===== src/rtl/pwm_uart_loader.sv =====
// pwm_uart_loader
//   Receives 3-byte frames {address, data, checksum} over an 8N1 UART line and
//   turns each frame whose checksum matches into a single write strobe to a
//   PWM period register file.
//
// Ports
//   CLK_100MHz  in   1  sole clock, rising edge
//   RST         in   1  synchronous active-high reset
//   rx          in   1  asynchronous UART line, idle high, LSB first
//   wr_en       out  1  one-cycle write strobe
//   wr_addr     out  8  PWM channel index, held until the next strobe
//   wr_data     out  8  PWM period value, held until the next strobe
//   frame_err   out  1  one-cycle pulse on framing, checksum or timeout error
//   busy        out  1  high while a frame or a confirmed byte is in progress
module pwm_uart_loader #(
  parameter int          CLKS_PER_BIT = 868,
  parameter int          TIMEOUT_CLKS = 1000000,
  parameter logic [7:0]  CSUM_KEY     = 8'hA5
) (
  input  logic       CLK_100MHz,
  input  logic       RST,
  input  logic       rx,
  output logic       wr_en,
  output logic [7:0] wr_addr,
  output logic [7:0] wr_data,
  output logic       frame_err,
  output logic       busy
);

  localparam logic [15:0] HALF_M1    = 16'(CLKS_PER_BIT / 2 - 1);
  localparam logic [15:0] BIT_M1     = 16'(CLKS_PER_BIT - 1);
  localparam logic [23:0] TIMEOUT_M1 = 24'(TIMEOUT_CLKS - 1);
  localparam logic [23:0] IDLE_MAX   = 24'hFFFFFF;

  typedef enum logic [1:0] {B_IDLE, B_START, B_DATA, B_STOP} bit_state_t;
  typedef enum logic [1:0] {F_ADDR, F_DATA, F_CSUM}          frame_state_t;

  logic         r_rx_meta;
  logic         r_rx_sync;

  bit_state_t   r_bit_state,  w_bit_next;
  logic [15:0]  r_clk_cnt,    w_clk_cnt_next;
  logic [2:0]   r_bit_cnt,    w_bit_cnt_next;
  logic [7:0]   r_shift,      w_shift_next;
  logic         r_err_hold,   w_err_hold_next;
  logic         w_byte_valid;
  logic         w_stop_err;

  frame_state_t r_frame_state, w_frame_next;
  logic [7:0]   r_addr_buf,    w_addr_buf_next;
  logic [7:0]   r_data_buf,    w_data_buf_next;
  logic [23:0]  r_idle_cnt,    w_idle_cnt_next;
  logic         w_timeout;

  logic         r_wr_en,     w_wr_en_next;
  logic [7:0]   r_wr_addr,   w_wr_addr_next;
  logic [7:0]   r_wr_data,   w_wr_data_next;
  logic         r_frame_err, w_frame_err_next;
  logic         r_busy,      w_busy_next;

  assign wr_en     = r_wr_en;
  assign wr_addr   = r_wr_addr;
  assign wr_data   = r_wr_data;
  assign frame_err = r_frame_err;
  assign busy      = r_busy;

  // Two-flop synchronizer for the asynchronous rx line; resets to idle-high.
  always_ff @(posedge CLK_100MHz) begin
    if (RST) begin
      r_rx_meta <= 1'b1;
      r_rx_sync <= 1'b1;
    end else begin
      r_rx_meta <= rx;
      r_rx_sync <= r_rx_meta;
    end
  end

  // Bit FSM next-state: start detect, mid-bit sampling, stop check.
  always_comb begin
    w_bit_next      = r_bit_state;
    w_clk_cnt_next  = r_clk_cnt + 16'd1;
    w_bit_cnt_next  = r_bit_cnt;
    w_shift_next    = r_shift;
    w_err_hold_next = r_err_hold;
    w_byte_valid    = 1'b0;
    w_stop_err      = 1'b0;
    case (r_bit_state)
      B_IDLE: begin
        w_clk_cnt_next = 16'd0;
        if (!r_rx_sync) begin
          w_bit_next     = B_START;
          w_bit_cnt_next = 3'd0;
        end else begin
          w_bit_next = B_IDLE;
        end
      end
      B_START: begin
        if (r_clk_cnt == HALF_M1) begin
          w_clk_cnt_next = 16'd0;
          // A line that is high again by mid-start-bit was only a glitch.
          if (!r_rx_sync) begin
            w_bit_next = B_DATA;
          end else begin
            w_bit_next = B_IDLE;
          end
        end else begin
          w_bit_next = B_START;
        end
      end
      B_DATA: begin
        if (r_clk_cnt == BIT_M1) begin
          w_clk_cnt_next = 16'd0;
          w_shift_next   = {r_rx_sync, r_shift[7:1]};
          if (r_bit_cnt == 3'd7) begin
            w_bit_next = B_STOP;
          end else begin
            w_bit_cnt_next = r_bit_cnt + 3'd1;
          end
        end else begin
          w_bit_next = B_DATA;
        end
      end
      B_STOP: begin
        if (r_err_hold) begin
          // After a bad stop bit, wait for the line to return high so the
          // still-low line is not mistaken for a new start bit.
          w_clk_cnt_next = 16'd0;
          if (r_rx_sync) begin
            w_bit_next      = B_IDLE;
            w_err_hold_next = 1'b0;
          end else begin
            w_bit_next = B_STOP;
          end
        end else if (r_clk_cnt == BIT_M1) begin
          w_clk_cnt_next = 16'd0;
          if (r_rx_sync) begin
            w_byte_valid = 1'b1;
            w_bit_next   = B_IDLE;
          end else begin
            w_stop_err      = 1'b1;
            w_err_hold_next = 1'b1;
          end
        end else begin
          w_bit_next = B_STOP;
        end
      end
      default: begin
        w_bit_next      = B_IDLE;
        w_clk_cnt_next  = 16'd0;
        w_err_hold_next = 1'b0;
      end
    endcase
  end

  // Bit FSM state and datapath registers.
  always_ff @(posedge CLK_100MHz) begin
    if (RST) begin
      r_bit_state <= B_IDLE;
      r_clk_cnt   <= 16'd0;
      r_bit_cnt   <= 3'd0;
      r_shift     <= 8'h00;
      r_err_hold  <= 1'b0;
    end else begin
      r_bit_state <= w_bit_next;
      r_clk_cnt   <= w_clk_cnt_next;
      r_bit_cnt   <= w_bit_cnt_next;
      r_shift     <= w_shift_next;
      r_err_hold  <= w_err_hold_next;
    end
  end

  // Timeout fires on the cycle the idle counter would reach TIMEOUT_CLKS.
  assign w_timeout = (r_frame_state != F_ADDR) && (r_bit_state == B_IDLE) &&
                     (r_idle_cnt == TIMEOUT_M1);

  // Frame FSM next-state, checksum compare, idle counter and output strobes.
  always_comb begin
    w_frame_next     = r_frame_state;
    w_addr_buf_next  = r_addr_buf;
    w_data_buf_next  = r_data_buf;
    w_wr_en_next     = 1'b0;
    w_wr_addr_next   = r_wr_addr;
    w_wr_data_next   = r_wr_data;
    w_frame_err_next = 1'b0;
    w_idle_cnt_next  = r_idle_cnt;

    // Stop errors, timeouts and byte deliveries are mutually exclusive in a
    // cycle, so each error event yields exactly one frame_err pulse.
    if (w_stop_err) begin
      w_frame_err_next = 1'b1;
      w_frame_next     = F_ADDR;
    end else if (w_timeout) begin
      w_frame_err_next = 1'b1;
      w_frame_next     = F_ADDR;
    end else if (w_byte_valid) begin
      case (r_frame_state)
        F_ADDR: begin
          w_addr_buf_next = r_shift;
          w_frame_next    = F_DATA;
        end
        F_DATA: begin
          w_data_buf_next = r_shift;
          w_frame_next    = F_CSUM;
        end
        F_CSUM: begin
          if (r_shift == (r_addr_buf ^ r_data_buf ^ CSUM_KEY)) begin
            w_wr_en_next   = 1'b1;
            w_wr_addr_next = r_addr_buf;
            w_wr_data_next = r_data_buf;
          end else begin
            w_frame_err_next = 1'b1;
          end
          w_frame_next = F_ADDR;
        end
        default: begin
          w_frame_next = F_ADDR;
        end
      endcase
    end else begin
      w_frame_next = r_frame_state;
    end

    if (w_byte_valid || (r_frame_state == F_ADDR)) begin
      w_idle_cnt_next = 24'd0;
    end else if ((r_bit_state == B_IDLE) && (r_idle_cnt != IDLE_MAX)) begin
      w_idle_cnt_next = r_idle_cnt + 24'd1;
    end else begin
      w_idle_cnt_next = r_idle_cnt;
    end

    // A byte counts as in progress only once its start bit is confirmed,
    // so rejected glitches never raise busy.
    w_busy_next = (w_frame_next != F_ADDR) || (w_bit_next == B_DATA) ||
                  (w_bit_next == B_STOP);
  end

  // Frame FSM state and registered outputs.
  always_ff @(posedge CLK_100MHz) begin
    if (RST) begin
      r_frame_state <= F_ADDR;
      r_addr_buf    <= 8'h00;
      r_data_buf    <= 8'h00;
      r_idle_cnt    <= 24'd0;
      r_wr_en       <= 1'b0;
      r_wr_addr     <= 8'h00;
      r_wr_data     <= 8'h00;
      r_frame_err   <= 1'b0;
      r_busy        <= 1'b0;
    end else begin
      r_frame_state <= w_frame_next;
      r_addr_buf    <= w_addr_buf_next;
      r_data_buf    <= w_data_buf_next;
      r_idle_cnt    <= w_idle_cnt_next;
      r_wr_en       <= w_wr_en_next;
      r_wr_addr     <= w_wr_addr_next;
      r_wr_data     <= w_wr_data_next;
      r_frame_err   <= w_frame_err_next;
      r_busy        <= w_busy_next;
    end
  end

endmodule

===== config.mk =====
export PLATFORM = sky130hd
export DESIGN_NAME = pwm_uart_loader
export DESIGN_NICKNAME = d
export VERILOG_FILES = /design/src/rtl/pwm_uart_loader.sv
export SDC_FILE = /design/constraint.sdc
export NUM_CORES = 1
export LEC_CHECK = 0
export ABC_CLOCK_PERIOD_IN_PS = 2400
export CORE_ASPECT_RATIO = 2
export CORE_MARGIN = 2
export CORE_UTILIZATION = 60
export DETAILED_ROUTE_END_ITERATION = 8
export PLACE_DENSITY_LB_ADDON = 0.12
export SYNTH_ARGS = -nofsm -noshare
export SYNTH_HDL_FRONTEND = slang
export SYNTH_SLANG_ARGS = --single-unit

===== constraint.sdc =====
create_clock -name CLK_100MHz -period 2.4 [get_ports CLK_100MHz]
set_input_delay 0.48 -clock CLK_100MHz [delete_from_list [all_inputs] [get_ports CLK_100MHz]]
set_output_delay 0.48 -clock CLK_100MHz [all_outputs]
set_load 0.02 [all_outputs]

==> results.py, run 1 <==
metrics = {
    "timing": {
        "fin_ws_ps": 262,
        "post-route-min-period_ps": 2140,
        "report.final.slew_viol_count": 0,
        "clock_skew_ps": 8.93,
        "finalSetupTns_ps": 0,
        "worst_pin_slew_ps": 608,
        "grt_setup_unrepaired": "no",
        "timing.final.crit_share": 0.891,
        "setup_viol": 0,
        "slew_headroom": 0.591,
        "max_freq_mhz": 468,
        "finalHoldViolations": 0,
    },
    "placed_design": {
        "dpl_worst_slack_ps": 332,
        "gp_congestion": 0.833,
        "io_buffers": 21,
        "dp_hpwl_um": 6620,
    },
    "route": {
        "drcViolationCount": 0,
        "routedWlPerCell_um": 15.7,
        "wl_um": 9210,
        "vias": 3530,
        "drtIter0Drc": 165,
        "viasPerCell": 6.00,
        "dr.pass1.iters": 4,
        "detail-route-antenna-nets": 0,
    },
    "critical_path": {
        "crit_chain": "xor3_1 > nor4_1 > and4_1 > buf_4 > nand3_1 > a21oi_1",
        "startpoint": "r_shift[3]",
        "path_class": "reg2reg",
        "worst_path_max_delay_cell": "xor3_1",
        "required_ps": 2660,
        "reg2reg_depth": 6,
        "worst_path_largest_cell_delay_ps": 440,
        "end_kind": "flop",
        "cp-start-kind": "flop",
        "endpoint": "wr_addr[2]",
        "arrival_ps": 2400,
        "reg2reg_from": "r_shift[3]",
        "r2r-end": "wr_addr[2]",
        "r2r_slack_ps": 260,
        "crit_fanout": 16,
    },
    "cells_and_area": {
        "mostFrequentLayoutCells": "dfxtp_1, nor2_1, a21oi_1",
        "seq_area_sq_mm": 0.00186,
        "nNetsFinal": 501,
        "drive_gt1_frac": 0.108,
        "fillCellCount": 538,
        "antenna_cells": 0,
        "multi_input_area_sq_mm": 0.00226,
        "syn_to_final_growth_pct": 14.2,
        "final_common_cell": "dfxtp_1",
    },
    "synthesis": {
        "syn-cell-area_sq_mm": 0.00430,
        "ys.flop_type": "dfxtp_1",
        "synth_top_family_by_area": "simple AND/OR/NAND/NOR gates",
        "synthSimpleGateAreaFrac": 0.233,
        "syn_inst": 472,
        "synthXorXnorAreaFrac": 0.0853,
        "synth-edff-count": 0,
        "syn_area_per_cell_sq_um": 9.11,
        "synth_seq_area_share": 0.433,
        "synth_seq_cells": 93,
        "synthAdderAreaFrac": 0.0146,
        "synth_cell_types": 58,
        "ys_async_sr_fraction": 0,
        "synthesis.nets": 480,
        "yosys-mux-area-fraction": 0.0611,
        "ys_warn_count": 0,
        "synth_compound_area_frac": 0.132,
    },
    "pwr": {
        "cellPowerDensity_mw_per_mm2": 642,
        "p_leak_nw": 1.81,
        "ir_drop_v": 0.000697,
    },
    "run_status": {
        "status": "finished, final reports clean",
    },
    "grt": {
        "grt_max_degree": 45,
        "grt_pass1_wl_um": 15700,
        "grt_usage": 0.254,
        "grt_pass1_vias": 3460,
        "grt-ovfl-total": 0,
        "antenna_found_initial": 0,
    },
    "clock_tree": {
        "clock_latency_ps": 340,
        "cts_buffer_depth": 2,
        "cts_tree": "done",
        "clock-sinks": 93,
        "htreeDepth": 3,
        "hold_buffers": 0,
        "clk_pin_slew_ps": 70,
        "cts_root_buf": "clkbuf_16",
        "post_cts_resized": 0,
        "numCtsBuffers": 9,
        "post_cts_buffers": 0,
    },
    "floorplan": {
        "die_width_um": 63.9,
        "core_area_sq_mm": 0.00694,
        "die_y_um": 124,
        "start_util": 0.619,
        "io_pins": 22,
        "row_count": 43,
        "die-area_sq_mm": 0.00790,
    },
    "flow_run": {
        "maxCapViolations": 0,
    },
    "min_path": {
        "min-delay-path-class": "reg2reg",
        "min_path_cells": 1,
    },
}
==> logic make-up after synthesis <==
kind of cell	Yosys count
adders and majority gates	5
muxes	26
xor gates and xnor gates	32
AOI/OAI and AO/OA	94
and+or+nand+nor	188
DFF	93
buffers and inverters	34
==> sequential cells by signal, indices dropped and copies added (netlist names), 2 cells and up <==
| signal | cells |
|---|---|
| r_bit_cnt | 3 |
| r_frame_state | 2 |
| r_addr_buf | 8 |
| r_data_buf | 8 |
| r_clk_cnt | 16 |
| r_shift | 8 |
| wr_addr | 8 |
| r_bit_state | 2 |
| r_idle_cnt | 24 |
| wr_data | 8 |
==> per-layer routing <==
metal | up-vias | routed length, um | global-route usage
met5 | - | 0 | 0
li1 | 1738 | - | -
met1 | 1723 | 3390 | 0.256
met4 | 0 | 327 | 0.140
met3 | 19 | 181 | 0.0343
met2 | 50 | 5310 | 0.487
==> where the power goes <==
group          internal, mW  switching [mW]
Combinational        0.0235          0.0442
Sequential             1.55         0.00922
Clock                 0.945           0.581
==> final cells by class <==
class,instances,share of cell area
timing repair buffer,36,0.0647
inverter,8,0.00612
clock buffer,11,0.0494
sequential,93,0.379
multi-input combinational,345,0.461
clock inverter,5,0.0168
tap,90,0.0229
==> worst max-delay path, delay by kind of cell (launching register included) <==
family / cells / cell delay, ps
and+or+nand+nor: 3 / 830
xor gates and xnor gates: 1 / 440
DFF: 1 / 410
buffers and inverters: 1 / 220
AOI/OAI and AO/OA: 1 / 160
==> synthesized netlist by cell type, types with 2 or more instances <==
cell      number  share of area
dfxtp_1       93           0.43
nor2_1        59          0.052
a21oi_1       36          0.042
o21ai_0       32          0.037
nand3_1       30          0.035
mux2i_1       24          0.056
nand2_1       24          0.021
or3_1         15          0.022
xor2_1        14          0.029
buf_2         13          0.015
nand4_1       12          0.017
xnor2_1       12          0.024
clkbuf_1       9         0.0079
inv_1          8         0.0070
nor4_1         8          0.012
nor3_1         6         0.0070
and3_1         5         0.0073
and4_1         5          0.010
ha_1           5          0.015
o211ai_1       4         0.0070
or2_2          4         0.0058
a31oi_1        3         0.0044
and4_2         3         0.0070
o21a_1         3         0.0052
xnor3_1        3          0.016
xor3_1         3          0.017
a22o_1         2         0.0041
and3_2         2         0.0035
clkbuf_8       2         0.0064
mux2_2         2         0.0052
nor2b_1        2         0.0029
nor4bb_1       2         0.0047
o21bai_2       2         0.0052
==> how the worst min path moves through the flow <==
stage                           end       from
after floorplan           r_rx_sync  r_rx_meta
final                     r_rx_sync  r_rx_meta
after global placement    r_rx_sync  r_rx_meta
after global routing      r_rx_sync  r_rx_meta
after detailed placement  r_rx_sync  r_rx_meta
after CTS                 r_rx_sync  r_rx_meta
==> metrics by stage <==
step           utilization  std cells  hold slack [ps]  power [mW]  area, sq um
6_report             0.707        588              413        3.15         4910
5_1_grt              0.707        588              434        3.23         4910
4_1_cts              0.707        588              418        3.18         4910
3_5_place_dp         0.661        572              403        1.66         4580
3_3_place_gp         0.661        572              400        1.66         4580
2_1_floorplan            -        472              389        1.64         4300
(Power assumes the default switching activity.)
==> run 2: changes to the inputs <==
--- a/config.mk
+++ b/config.mk
@@ -6,9 +6,12 @@
 export NUM_CORES = 1
 export LEC_CHECK = 0
 export ABC_CLOCK_PERIOD_IN_PS = 2400
+export CELL_PAD_IN_SITES_DETAIL_PLACEMENT = 1
+export CELL_PAD_IN_SITES_GLOBAL_PLACEMENT = 1
 export CORE_ASPECT_RATIO = 2
 export CORE_MARGIN = 2
-export CORE_UTILIZATION = 60
+export CORE_UTILIZATION = 46
+export CTS_CLUSTER_SIZE = 14
 export DETAILED_ROUTE_END_ITERATION = 8
 export PLACE_DENSITY_LB_ADDON = 0.12
 export SYNTH_ARGS = -nofsm -noshare
==> results.py, run 2 (synthesis results as in run 1) <==
metrics = {
    "run_status": {
        "status": "finished, final reports clean",
    },
    "critical_path": {
        "path_class": "reg2reg",
        "worstSetupPathDepth": 6,
        "worst_path_largest_cell_delay_ps": 440,
        "worst_path_max_delay_cell": "and4_2",
        "cp-start-kind": "flop",
        "startpoint": "r_clk_cnt[9]",
        "cp_num_buf_inv": 1,
        "required_ps": 2610,
        "reg2reg_depth": 6,
        "arrival_ps": 2360,
        "end_kind": "flop",
        "crit_chain": "nor4bb_1 > and4_2 > nand4_1 > buf_4 > mux2i_1 > nor2_1",
        "cpLargestDelayFamily": "simple AND/OR/NAND/NOR gates",
        "reg2reg_from": "r_clk_cnt[9]",
        "crit_fanout": 12,
    },
    "cells_and_area": {
        "fin_util": 0.533,
        "largest_register_ffs": 24,
        "layout.cells.non_filler": 600,
        "drive_gt1_frac": 0.109,
        "antenna_cells": 0,
        "top_regs": "r_idle_cnt (24), r_clk_cnt (16)",
        "final_common_cell": "dfxtp_1",
        "nNetsFinal": 500,
        "mostFrequentLayoutCells": "dfxtp_1, nor2_1, a21oi_1",
        "fillCellCount": 1060,
        "regMostFlops": "r_idle_cnt",
        "syn_to_final_growth_pct": 13.9,
    },
    "route": {
        "viasPerCell": 5.80,
        "vias": 3480,
        "drtIter0Drc": 137,
        "routedWlPerCell_um": 17.1,
        "drcViolationCount": 0,
        "wl_um": 10300,
        "detail-route-antenna-nets": 0,
        "dr.pass1.iters": 4,
    },
    "timing": {
        "timing.final.crit_share": 0.896,
        "setup_viol": 0,
        "finalHoldViolations": 0,
        "fin_ws_ps": 251,
        "report.final.slew_viol_count": 0,
        "slew_headroom": 0.528,
        "worst_pin_slew_ps": 702,
        "max_freq_mhz": 465,
        "grt_setup_unrepaired": "no",
        "hold_slack_ps": 425,
        "finalSetupTns_ps": 0,
        "post-route-min-period_ps": 2150,
        "clock_skew_ps": 12.0,
    },
    "placed_design": {
        "dp_hpwl_um": 7570,
        "dpl.cell_count": 585,
        "io_buffers": 21,
        "dpl_worst_slack_ps": 172,
        "gp_congestion": 0.870,
    },
    "clock_tree": {
        "cts_buffer_depth": 2,
        "clk_pin_slew_ps": 70,
        "htreeDepth": 3,
        "cts_tree": "done",
        "clock_latency_ps": 350,
        "numCtsBuffers": 9,
        "hold_buffers": 0,
        "cts_root_buf": "clkbuf_16",
        "clock-sinks": 93,
    },
    "min_path": {
        "hold_start": "r_rx_meta",
        "min_path_cells": 1,
        "min-delay-path-class": "reg2reg",
    },
    "pwr": {
        "cellPowerDensity_mw_per_mm2": 628,
        "ir_drop_v": 0.000351,
        "p_leak_nw": 1.78,
    },
    "floorplan": {
        "die_y_um": 141,
        "die-area_sq_mm": 0.0102,
        "core_area_sq_mm": 0.00920,
        "die_width_um": 72.4,
        "io_pins": 22,
        "start_util": 0.467,
        "row_count": 50,
    },
    "grt": {
        "antenna_found_initial": 0,
        "grt_max_degree": 33,
        "grt_pass1_vias": 3763,
        "grt_usage": 0.223,
        "grt-ovfl-total": 0,
        "grt_pass1_wl_um": 18100,
    },
    "flow_run": {
        "maxCapViolations": 0,
    },
}
==> run 2: final timing paths <==
kind | to | slack (ps)
max | r_data_buf[2] | 250
min reg2reg | r_rx_sync | 420
max reg2reg | r_data_buf[2] | 250
min | r_rx_sync | 420
==> run 2: stage by stage <==
step	area, sq um	power, mW
6_report	4900	3.07
4_1_cts	4890	3.11
3_3_place_gp	4590	1.66
2_1_floorplan	4300	1.64
3_5_place_dp	4590	1.66
5_1_grt	4900	3.17
==> run 2: power by group <==
group / switching (mW) / internal [mW]
sequential: 0.0119 / 1.55
clock: 0.635 / 0.812
combinational: 0.0437 / 0.0225
total: 0.691 / 2.38
==> run 2: cell type report <==
| cell class | count | area (sq um) | share of cell area |
|---|---|---|---|
| Inverter | 8 | 30.0 | 0.00613 |
| Multi-Input combinational cell | 345 | 2270 | 0.463 |
| Clock buffer | 9 | 225 | 0.0460 |
| Tap cell | 104 | 130 | 0.0266 |
| Sequential cell | 93 | 1860 | 0.380 |
| Timing Repair Buffer | 35 | 310 | 0.0633 |
| Clock inverter | 6 | 72.6 | 0.0148 |
==> run 2: what timing repair did <==
| item | in CTS | in global routing |
|---|---|---|
| buffers inserted | 0 | 0 |
| setup endpoints to repair | 0 | 1 |
| resized for setup | 0 | 1 |
==> run 2: layer usage <==
metal | track usage | share of wire | up-vias
li1 | - | - | 1725
met1 | 0.281 | 0.44 | 1707
met2 | 0.373 | 0.52 | 29
met3 | 0.0307 | 0.016 | 19
met4 | 0.0983 | 0.024 | 0
met5 | 0 | 0 | -
